--- src/rtl/regbank_arb_pkg.sv ---
// rtl/regbank_arb_pkg.sv - shared constants and types for the register bank writeback arbiter
package regbank_arb_pkg;

  localparam int REG_AW  = 4;
  localparam int REG_DW  = 32;
  localparam int REG_NUM = 16;

  typedef logic [REG_AW-1:0]  reg_addr_t;
  typedef logic [REG_DW-1:0]  reg_data_t;
  typedef logic [REG_NUM-1:0] busy_vec_t;

endpackage

--- src/rtl/rr_arbiter.sv ---
// rtl/rr_arbiter.sv - combinational round-robin arbiter, one-hot grant
//
// Grants the first asserted req at or after ptr, wrapping around.
// The pointer register lives in the instantiating module.
//   req  in  N   request vector
//   ptr  in  PW  index of highest-priority requester
//   en   in  1   0 forces gnt to all zeros
//   gnt  out N   one-hot grant (or zero)
module rr_arbiter #(
  parameter int N  = 3,
  parameter int PW = (N > 1) ? $clog2(N) : 1
) (
  input  logic [N-1:0]  req,
  input  logic [PW-1:0] ptr,
  input  logic          en,
  output logic [N-1:0]  gnt
);

  logic [PW-1:0] idx;
  logic          found;

  always_comb begin
    gnt   = '0;
    found = 1'b0;
    idx   = '0;
    for (int k = 0; k < N; k++) begin
      idx = PW'((int'(ptr) + k) % N);
      if (en && !found && req[idx]) begin
        gnt[idx] = 1'b1;
        found    = 1'b1;
      end
    end
  end

endmodule

--- src/rtl/regbank_wb_arb.sv ---
// rtl/regbank_wb_arb.sv - writeback arbiter and busy scoreboard for the 16x32 register bank
//
// Arbitrates NREQ writeback requesters onto the single bank write port through
// a registered output stage, and keeps one busy bit per register for RAW checks.
// Optional macro REGBANK_WB_ARB_FWD_EN adds a write-to-read forwarding mux and
// lets busy1/busy2 drop during the cycle the value is being written.
//   clk, rst_n              clock, synchronous active-low reset
//   req_valid/addr/data     requester i: valid, dest [i*AW +: AW], data [i*DW +: DW]
//   req_ready               one-hot grant
//   wr_hold                 stall: grant nothing
//   rsv_en, rsv_addr        issue-time reservation of a destination register
//   chk_ra1/2, busy1/2      hazard check addresses and their busy status
//   rsv_err                 sticky: reservation of an already-busy register
//   w_en, wa, wd            registered bank write port
//   ra1/2_in, rd1/2_in, rd1/2_out   forwarding path (REGBANK_WB_ARB_FWD_EN only)
module regbank_wb_arb
  import regbank_arb_pkg::*;
#(
  parameter int NREQ = 3,
  parameter int AW   = REG_AW,
  parameter int DW   = REG_DW
) (
  input  logic              clk,
  input  logic              rst_n,
  input  logic [NREQ-1:0]   req_valid,
  input  logic [NREQ*AW-1:0] req_addr,
  input  logic [NREQ*DW-1:0] req_data,
  output logic [NREQ-1:0]   req_ready,
  input  logic              wr_hold,
  input  logic              rsv_en,
  input  logic [AW-1:0]     rsv_addr,
  input  logic [AW-1:0]     chk_ra1,
  input  logic [AW-1:0]     chk_ra2,
  output logic              busy1,
  output logic              busy2,
  output logic              rsv_err,
`ifdef REGBANK_WB_ARB_FWD_EN
  input  logic [AW-1:0]     ra1_in,
  input  logic [AW-1:0]     ra2_in,
  input  logic [DW-1:0]     rd1_in,
  input  logic [DW-1:0]     rd2_in,
  output logic [DW-1:0]     rd1_out,
  output logic [DW-1:0]     rd2_out,
`endif
  output logic              w_en,
  output logic [AW-1:0]     wa,
  output logic [DW-1:0]     wd
);

  localparam int PW   = (NREQ > 1) ? $clog2(NREQ) : 1;
  localparam int NREG = 1 << AW;

  logic [PW-1:0]   ptr_q;
  logic [NREQ-1:0] gnt;
  logic            xfer;
  logic [PW-1:0]   win_idx;
  logic [AW-1:0]   sel_addr;
  logic [DW-1:0]   sel_data;
  logic [NREG-1:0] busy_q;
  logic [NREG-1:0] busy_nxt;
  logic            rsv_clr;

  rr_arbiter #(.N(NREQ), .PW(PW)) u_arb (
    .req (req_valid),
    .ptr (ptr_q),
    .en  (rst_n && !wr_hold),
    .gnt (gnt)
  );

  assign req_ready = gnt;
  assign xfer      = |gnt;

  always_comb begin
    win_idx  = '0;
    sel_addr = '0;
    sel_data = '0;
    for (int i = 0; i < NREQ; i++) begin
      if (gnt[i]) begin
        win_idx  = PW'(i);
        sel_addr = req_addr[i*AW +: AW];
        sel_data = req_data[i*DW +: DW];
      end
    end
  end

  // Clear on the write edge, then apply the reservation so a same-edge
  // re-reservation of the register being written keeps it busy.
  assign rsv_clr = w_en && (wa == rsv_addr);

  always_comb begin
    busy_nxt = busy_q;
    if (w_en)   busy_nxt[wa]       = 1'b0;
    if (rsv_en) busy_nxt[rsv_addr] = 1'b1;
  end

  always_ff @(posedge clk) begin
    if (!rst_n) begin
      w_en    <= 1'b0;
      wa      <= '0;
      wd      <= '0;
      rsv_err <= 1'b0;
      busy_q  <= '0;
      ptr_q   <= '0;
    end else begin
      w_en   <= xfer;
      busy_q <= busy_nxt;
      if (xfer) begin
        wa    <= sel_addr;
        wd    <= sel_data;
        ptr_q <= (win_idx == PW'(NREQ-1)) ? '0 : win_idx + 1'b1;
      end
      if (rsv_en && busy_q[rsv_addr] && !rsv_clr) rsv_err <= 1'b1;
    end
  end

`ifdef REGBANK_WB_ARB_FWD_EN
  // The value being written this cycle is forwarded, so the consumer need not wait.
  assign busy1   = busy_q[chk_ra1] && !(w_en && (wa == chk_ra1));
  assign busy2   = busy_q[chk_ra2] && !(w_en && (wa == chk_ra2));
  assign rd1_out = (w_en && (wa == ra1_in)) ? wd : rd1_in;
  assign rd2_out = (w_en && (wa == ra2_in)) ? wd : rd2_in;
`else
  assign busy1 = busy_q[chk_ra1];
  assign busy2 = busy_q[chk_ra2];
`endif

endmodule

--- config.mk ---
export PLATFORM = sky130hd
export DESIGN_NAME = regbank_wb_arb
export DESIGN_NICKNAME = d
export VERILOG_FILES = /design/src/rtl/regbank_arb_pkg.sv /design/src/rtl/rr_arbiter.sv /design/src/rtl/regbank_wb_arb.sv
export SDC_FILE = /design/constraint.sdc
export NUM_CORES = 1
export LEC_CHECK = 0
export CAP_MARGIN = 20
export CORE_ASPECT_RATIO = 2
export CORE_MARGIN = 2
export CORE_UTILIZATION = 35
export CTS_CLUSTER_SIZE = 28
export DETAILED_ROUTE_END_ITERATION = 8
export PLACE_DENSITY = 0.84
export SYNTH_ARGS = -nofsm -noshare
export SYNTH_HDL_FRONTEND = slang
export SYNTH_HIERARCHICAL = 1
export SYNTH_SLANG_ARGS = --single-unit
--- constraint.sdc ---
create_clock -name clk -period 2.42 [get_ports clk]
set_input_delay 0.605 -clock clk [delete_from_list [all_inputs] [get_ports clk]]
set_output_delay 0.605 -clock clk [all_outputs]
set_load 0.01 [all_outputs]
# Word-level counts from Yosys, hierarchy flattened
# Index checks and enable logic that the tools add are counted.
# Widths: inputs -> output; s select.
[totals]
mem_count = 0
register_bits = 56
wordCells = 88
input_bits = 127
latchBits = 0
mem_bits_rw = 0
romBits = 0
[classes]
shift = 0
order_cmp = 12
add_sub_neg = 3
n_mux = 38
div = 3
n_bitwise = 5
n_reduce_logical = 19
n_eq_ne = 2
mul = 0
[op_table]
columns = ["op", "count"]
rows = [
  ["$mux 32", 3],
  ["$mod 32x3->32 const B", 2],
  ["$mod 3x3->32 const B", 1],
  ["$mux 16", 2],
  ["$lt 4x5->1 const B", 4],
  ["$and 16x16->16", 1],
  ["$not 16->16", 1],
  ["$or 16x16->16", 1],
  ["$logic_and 1x1->1", 14],
  ["$mux 1", 14],
  ["$bmux 1 s4", 3],
  ["$mux 4", 3],
  ["$lt 2x3->1 const B", 3],
  ["$mux 3", 3],
  ["$demux 1 s4", 2],
  ["$ge 4x1->1 const B", 2],
  ["$bmux 1 s2", 3],
  ["$demux 1 s2", 3],
  ["$ge 2x1->1 const B", 3],
  ["$or 3x3->3", 2],
  ["$eq 4x4->1", 1],
  ["$logic_not 1->1", 4],
  ["$mux 2", 2],
  ["$add 2x1->3 const B", 1],
  ["4 further kinds", 4],
]

# Depth between registers and ports, before layout
[depth]
depth_word = 17
mapped_depth = 12
mapped_depth_nobuf = 10

# By module
# The synthesis kept the hierarchy.
[by_module_without_submodules]
columns = ["module", "area_per_inst_um2", "instances", "seq_area_each_um2", "cells_each"]
rows = [
  ["regbank_wb_arb", 2831.5, 1, 1121.1, 301],
  ["rr_arbiter", 251.5, 1, 0.0, 35],
]

# Worst setup path after synthesis
# OpenSTA, ideal clock, no wires.
[synth_path]
path_kind = "register to register"
start = "register ptr_q[0]"
end = "register wa[3]"
path_buffers = 1
path_stages_with_launch = 11
arrival_time_ns = 2.496
required_time_ns = 2.350
setup_slack_ns = -0.146
cell_sequence = "dfxtp_1 -> inv_1 -> ha_1 -> nor4b_1 -> o221ai_1 -> a21boi_1 -> inv_2 -> nand2_1 -> clkbuf_1 -> o22ai_1 -> a21oi_1"
[synth_via]
elab_cells_between_ends = 44
cone_classes = "add/sub: 2; div: 3; order compare: 6; mux: 20; bitwise: 2; reduce/logical: 11"
[synth_rtl]
columns = ["element", "line_no", "source"]
rows = [
  ["from (decl)", "regbank_wb_arb.sv:53", "logic [PW-1:0] ptr_q;"],
  ["from (signal assigned)", "regbank_wb_arb.sv:110", "ptr_q <= (win_idx == PW'(NREQ-1)) ? '0 : win_idx + 1'b1;"],
  ["branches (longest 12 deep; another with $mod 32x3->32)", "n/a", ""],
  ["$mux 3 *", "rr_arbiter.sv:28", "if (en && !found && req[idx]) begin"],
  ["via req_ready[1]", "regbank_wb_arb.sv:28", "output logic [NREQ-1:0] req_ready,"],
  ["$mux 4 (2 in series)", "regbank_wb_arb.sv:78", "if (gnt[i]) begin"],
  ["to (signal assigned)", "regbank_wb_arb.sv:108", "wa <= sel_addr;"],
  ["to (decl)", "regbank_wb_arb.sv:46", "output logic [AW-1:0] wa,"],
]
# Mark *: on every way through the listed nets, which the timed path passes. The select of a mux whose other input is x is not followed.
# A chain may end at the register's enable or synchronous reset.

# Final worst setup path
[layout_path]
start = "register ptr_q[1]"
end = "register wd[19]"
[layout_via]
elab_chain_cells = 16
elab_cells_between_ends = 44
cone_classes = "add/sub: 2; div: 3; order compare: 6; mux: 20; bitwise: 2; reduce/logical: 11"
[layout_rtl]
columns = ["element", "line_no", "source"]
rows = [
  ["branches (longest 12 deep; another with $mod 32x3->32)", "n/a", ""],
  ["$mux 3 *", "rr_arbiter.sv:28", ""],
  ["$mux 32 (3 in series)", "regbank_wb_arb.sv:78", ""],
  ["to (signal assigned)", "regbank_wb_arb.sv:109", "wd <= sel_data;"],
  ["to (decl)", "regbank_wb_arb.sv:47", "output logic [DW-1:0] wd"],
]
# Mark *: on every way between the ends. The select of a mux whose other input is x is not followed.

==> results.yml <==
grt:
  gr-usage-met2_pct: 45.34
  grt_max_degree: 57
  overflow: 0
  grt_pass1_vias: 3888
  grt_pass1_wl_um: 18320
  use_met3_pct: 4.492
  antenna_found_initial: 0
  grt_use_total_pct: 23.98
  use_met1_pct: 23.11
  top_usage_layer: "met2"
power:
  seq_power_share_pct: 38.5
  power.density_nw_per_um2: 508.8
  p_sw_w: 0.0008268
  report.power.total_w: 0.002818
  p_leak_nw: 1.921
  intPower_w: 0.001992
  switching_share_pct: 29.34
  p_clk_share_pct: 26.8
  p_comb_share_pct: 34.6
  ir_drop_uv: 319.2
critical_path:
  worstSetupStartpointType: "flip-flop"
  path_cells: "inv_4, ha_4, nor2b_4, a211o_1, a31oi_1, a21oi_2, buf_4, or3_4, buf_12, o221ai_2, a21oi_1"
  worstPathRequired_ns: 2.59
  max_stage_delay_ns: 0.43
  crit_fanout: 14
  cp-end-kind: "flip-flop"
  worst-setup-path-type: "reg2reg"
  worstPathArrival_ns: 2.60
  slowest_stage: "or3_4"
logic_synthesis:
  synth_cell_types: 41
  ys_seq_area_share_pct: 36.36
  ys_ff_latch: 56
  synth_nets: 467
  syn_inst: 336
  yosys-top-cells-area: "dfxtp_1, o221ai_1, o22ai_1"
  yosys.area.top_type: "dfxtp_1"
  ys_warn_count: 6
  syn_area_um2: 3083
  synth_ff_type: "dfxtp_1"
  syn_avg_cell_area_um2: 9.175
  synth_top_area_share_pct: 36.36
  async_flop_share_pct: 0
  synth_edf_count: 0
place:
  gp_congestion: 0.9402
  io_buffers: 169
  place_area_um2: 5054
  dpl.hpwl_um: 8891
timing:
  fin_ws_ns: -0.01353
  fin_skew_ns: 0.005927
  relSlewSlack_pct: 54.34
  period_needed_ns: 2.434
  setup_viol: 3
  worst_pin_slew_ns: 0.6849
  rsz0062_at_grt: "true"
  hold_violations: 0
  finalMaxSlewViolations: 0
  fin_crit_sh_pct: 100.6
  fmax_mhz: 410.9
  fin_hold_ws_ns: 0.4535
drt:
  initialDrtViolationCount: 286
  firstDrtPassIters: 4
  ant_nets: 0
  route.detailed.drc: 0
  via_per_inst: 5.968
  wire_per_inst_um: 19.76
  wl_um: 12270
  via_count: 3706
clock_tree:
  cts_root_buffer: "clkbuf_16"
  clock-sinks: 56
  hold_buffers: 0
  cts.clk_slew.worst_paths_ns: 0.07
  cts_made_buffers: 5
  clk_latency_ns: 0.29
  cts_tree: "done"
  h-tree-depth: 2
  clock_path_buffers: 2
final_layout:
  drive_gt1_share_pct: 22.46
  diodes: 0
  fillCellCount: 679
  finalInstanceArea_um2: 5539
  nNetsFinal: 651
  finalCoreUtilization_pct: 64.50
  syn2layout_area_growth_pct: 79.67
flow_run:
  cap_violations: 0
outcome:
  outcome: "complete, but fails checks"
  violations: "setup timing"
hold_path:
  worstHoldPathType: "reg2reg"
floorplan:
  die_h_um: 136.7
  coreArea_um2: 8588
  core.rowCount: 48
  die_w_um: 70.37
  io-pin-count: 170
  initial_utilization_pct: 35.90
  die-area_um2: 9621
==> layer usage <==
metal	vias to the layer above	part of all wire, %
met3	48	5.9
met5	-	0
met4	0	5.4
li1	1706	-
met2	193	55
met1	1759	34
==> synth_stat cells, drive strengths merged, types with 3 or more instances <==
| cell type | n |
|---|---|
| a21boi | 18 |
| a21oi | 39 |
| buf | 8 |
| clkbuf | 21 |
| dfxtp | 56 |
| ha | 4 |
| inv | 8 |
| mux4 | 14 |
| nand2 | 21 |
| nand2b | 4 |
| nand3 | 9 |
| nor2 | 7 |
| nor2b | 7 |
| nor3 | 3 |
| o21ai | 19 |
| o221ai | 36 |
| o22ai | 36 |
| xnor2 | 3 |
==> registers in the layout (all words and copies together) (netlist names) <==
signal / cells
rsv_err: 1
ptr_q: 2
w_en: 1
wa: 4
wd: 32
busy_q: 16
==> cell usage in the layout (no fill, tap or decap), types with 5 or more instances in the layout <==
cell             netlist  routed
nor2_1                 7       7
clkdlybuf4s50_1        0     156
buf_12                 0       5
nand2_1               21      21
o22ai_1               36      35
a21boi_0              17      17
mux4_2                 6      14
buf_4                  2      30
nand3_1                9       9
a21oi_1               39      36
o21ai_1                2       5
o221ai_2               0      22
clkbuf_16              0       6
nor2b_1                7       6
o221ai_1              36      13
o21ai_0               17      14
dfxtp_1               56      54
==> power groups by stage <==
| stage | Combinational (W) | Sequential [W] | Clock [W] |
|---|---|---|---|
| detailed placement | 0.000853 | 0.00109 | 0 |
| global route | 0.00104 | 0.00110 | 0.000814 |
| CTS | 0.000870 | 0.00108 | 0.000782 |
| floorplan | 0.000300 | 0.00112 | 0 |
| finish | 0.000976 | 0.00109 | 0.000756 |
| global placement | 0.000832 | 0.00109 | 0 |
==> area by class of cell <==
class	instances	area (um^2)	share of cell area [%]
flip-flops and latches	56	1129	20.37
clock inverters	2	15.01	0.2711
inverters	8	35.03	0.6325
repair buffers	206	2036	36.75
clock buffers	6	138.9	2.507
well taps	100	125.1	2.259
multi-input cells	243	2061	37.20
==> critical path: cells and delay by family, from the launching register on <==
kind / cells / cell delay, ns
fa+ha+maj: 1 / 0.19
flops: 1 / 0.38
buf+inv: 3 / 0.40
simple gates: 2 / 0.49
compound gates: 5 / 0.84
==> metrics by stage <==
step                setup slack (ns)  std cells  setup TNS, ns
finish                      -0.01353        621       -0.02373
global placement             -0.8878        608         -19.49
detailed placement           -0.9345        608         -21.95
global route                -0.09660        621         -2.001
floorplan                   -0.01754        336        -0.5065
CTS                         -0.01302        616       -0.02122
==> cells by family (layout without fill, tap and decap cells) <==
group | after synthesis | count (layout) | synth area share (%)
xor gates and xnor gates | 4 | 4 | 1.137
AOI/OAI and AO/OA | 159 | 159 | 34.42
adders and majority gates | 4 | 4 | 1.623
DFF | 56 | 56 | 36.36
buffers and inverters | 37 | 222 | 4.951
and+or+nand+nor | 60 | 60 | 9.659
muxes | 16 | 16 | 11.85
==> path summary, 6_finish.rpt <==
check | start | endpoint | depth (start not counted) | slack [ns]
max | ptr_q[1] | wd[19] | 11 | -0.01
min | rsv_err | rsv_err | 2 | 0.45
max reg2reg | ptr_q[1] | wd[19] | 11 | -0.01
min reg2reg | rsv_err | rsv_err | 2 | 0.45
==> timing repair <==
item	4_1_cts	5_1_grt
gates resized for setup	67	52
setup buffers	0	3
setup endpoints to repair	42	41
pin swaps	5	14
cloned	0	2
(Power assumes the default switching activity.)
==> edit, RTL diff (config.mk and constraints unchanged) <==
The option `REGBANK_WB_ARB_FWD_EN` is turned on by a define.
--- a/src/rtl/regbank_wb_arb.sv
+++ b/src/rtl/regbank_wb_arb.sv
@@ -14,4 +14,6 @@
 //   w_en, wa, wd            registered bank write port
 //   ra1/2_in, rd1/2_in, rd1/2_out   forwarding path (REGBANK_WB_ARB_FWD_EN only)
+`define REGBANK_WB_ARB_FWD_EN
+
 module regbank_wb_arb
   import regbank_arb_pkg::*;
Interface: changed (6 added); port bits go from 170 to 306. No check against the original RTL was run, so the function may have changed too.
==> edit against the original RTL <==
- the flow still finishes with violations (negative setup slack)
- area after synthesis grew 33%
- count of clock-buffer cells in the layout shrank 1
- register-to-register slack lost 150 ps
- combinational power rose by 83%
- final area grew 68%
- routed wire length rose by 95%
- sequential power up 7%
- hold slack improved by 13 ps
- total power grew 36%
- sequential cell count did not move
- setup slack got worse by 280 ps
- global-route usage is 11 points higher
- highest routed layer is now met5
==> edit: results (changes against the original RTL) <==
metric,value,unit,change
final.setup.worst_slack,-289.8,ps,-276.2 ps
outcome,"finished, violations left",,
grt_usage,34.66,%,+11 points
crit_path_max_fanout,7,,-7
setup_viol,106,,+103
setup.worst_path.end,rd2_out[30],,
final_nets,993,,+53%
grt_pass1_vias,5595,,+44%
crit_slowest_cell,mux2_4,,
rr_worst_depth,12,,+1
fin_skew,8.304,ps,+2.377 ps
cp_data_arrival_time,2100,ps,-500 ps
fillCellCount,685,,+0.88%
synth_cell_types,47,,+15%
dpl.hpwl,15.55,mm,+75%
vias_per_cell,5.929,,-0.64%
violations,negative setup slack,,
io_buffers,305,,+80%
ys_top_cells_by_count,"mux2_2, dfxtp_1, a21oi_1",,
routabilityCongestion,0.9825,,+4.5%
drive_gt1_share,43.62,%,+21 points
place_area,7517,um2,+49%
wl,23.88,mm,+95%
critPathTopFamily,buffers and inverters,,
syn-num-nets,638,,+37%
r2r_slack,-160,ps,-150 ps
antenna_found_initial,1,,+1
relSlewSlack,41.29,%,-13 points
leakage,3.581,nW,+86%
cpPeakStageDelay,310,ps,-120 ps
dr.pass1.iters,5,,+1
drt_iter0_drc,492,,+72%
synth-seq-area-share,27.33,%,-9.0 points
-- edit: area by class of cell --
type | count | area [um2] | area share (%)
Multi-Input combinational cell | 330 | 3571 | 38.44
Inverter | 8 | 35.03 | 0.3771
Sequential cell | 56 | 1136 | 12.23
Clock buffer | 5 | 125.1 | 1.347
Timing Repair Buffer | 389 | 4194 | 45.14
Clock inverter | 3 | 47.55 | 0.5118
Tap cell | 145 | 181.4 | 1.953
-- edit: kinds of logic (layout without fill, tap and decap cells) --
kind of cell | Yosys count | in the layout | share of synthesized area (%)
and+or+nand+nor | 63 | 63 | 8.450
DFF | 56 | 56 | 27.33
muxes | 80 | 80 | 26.48
buffers and inverters | 49 | 405 | 5.826
xor gates and xnor gates | 20 | 20 | 4.271
AOI/OAI and AO/OA | 163 | 163 | 26.42
adders and majority gates | 4 | 4 | 1.220
-- edit: where the power goes --
group | internal, mW | switching (mW) | leakage [nW] | total (mW)
Clock | 0.493 | 0.369 | 0.0840 | 0.863
Sequential | 1.01 | 0.158 | 0.462 | 1.17
Combinational | 1.07 | 0.722 | 3.04 | 1.79
-- edit: worst min-delay path by stage --
stage | start | endpoint | slack, ps | depth (start not counted)
after CTS | rsv_err$_SDFFE_PN0P_ | rsv_err$_SDFFE_PN0P_ | 470 | 2
after floorplan | busy_q[10]$_SDFF_PN0_ | busy_q[10]$_SDFF_PN0_ | 470 | 2
after detailed placement | rsv_err$_SDFFE_PN0P_ | rsv_err$_SDFFE_PN0P_ | 450 | 2
after global routing | rsv_err$_SDFFE_PN0P_ | rsv_err$_SDFFE_PN0P_ | 500 | 2
after global placement | rsv_err$_SDFFE_PN0P_ | rsv_err$_SDFFE_PN0P_ | 440 | 2
final | rsv_err$_SDFFE_PN0P_ | rsv_err$_SDFFE_PN0P_ | 470 | 2
-- edit: per-stage QoR --
| step | worst slack [ps] | cells | hold WS [ps] | TNS (ps) |
|---|---|---|---|---|
| 4_1_cts | -302.1 | 930 | 468.9 | -16110 |
| 3_5_place_dp | -1092 | 888 | 451.1 | -84470 |
| 5_1_grt | -336.3 | 936 | 497.9 | -25400 |
| 6_report | -289.8 | 936 | 466.5 | -20030 |
| 3_3_place_gp | -1053 | 888 | 439.7 | -81790 |
| 2_1_floorplan | -50.66 | 435 | 473.7 | -1520 |
-- edit: routing by layer --
metal / global-route usage [%] / vias to the layer above / wire length, um
met5: 0 / - / 16
met4: 15.42 / 2 / 1180
met3: 9.461 / 85 / 2550
met2: 59.96 / 419 / 12090
met1: 38.97 / 2630 / 8045
li1: - / 2414 / -
-- edit: timing repair --
item,in CTS,in global routing
buffers inserted,25,8
pin swaps,38,29
endpoints found under the setup margin,106,106
gates resized for setup,529,91
cloned,9,3
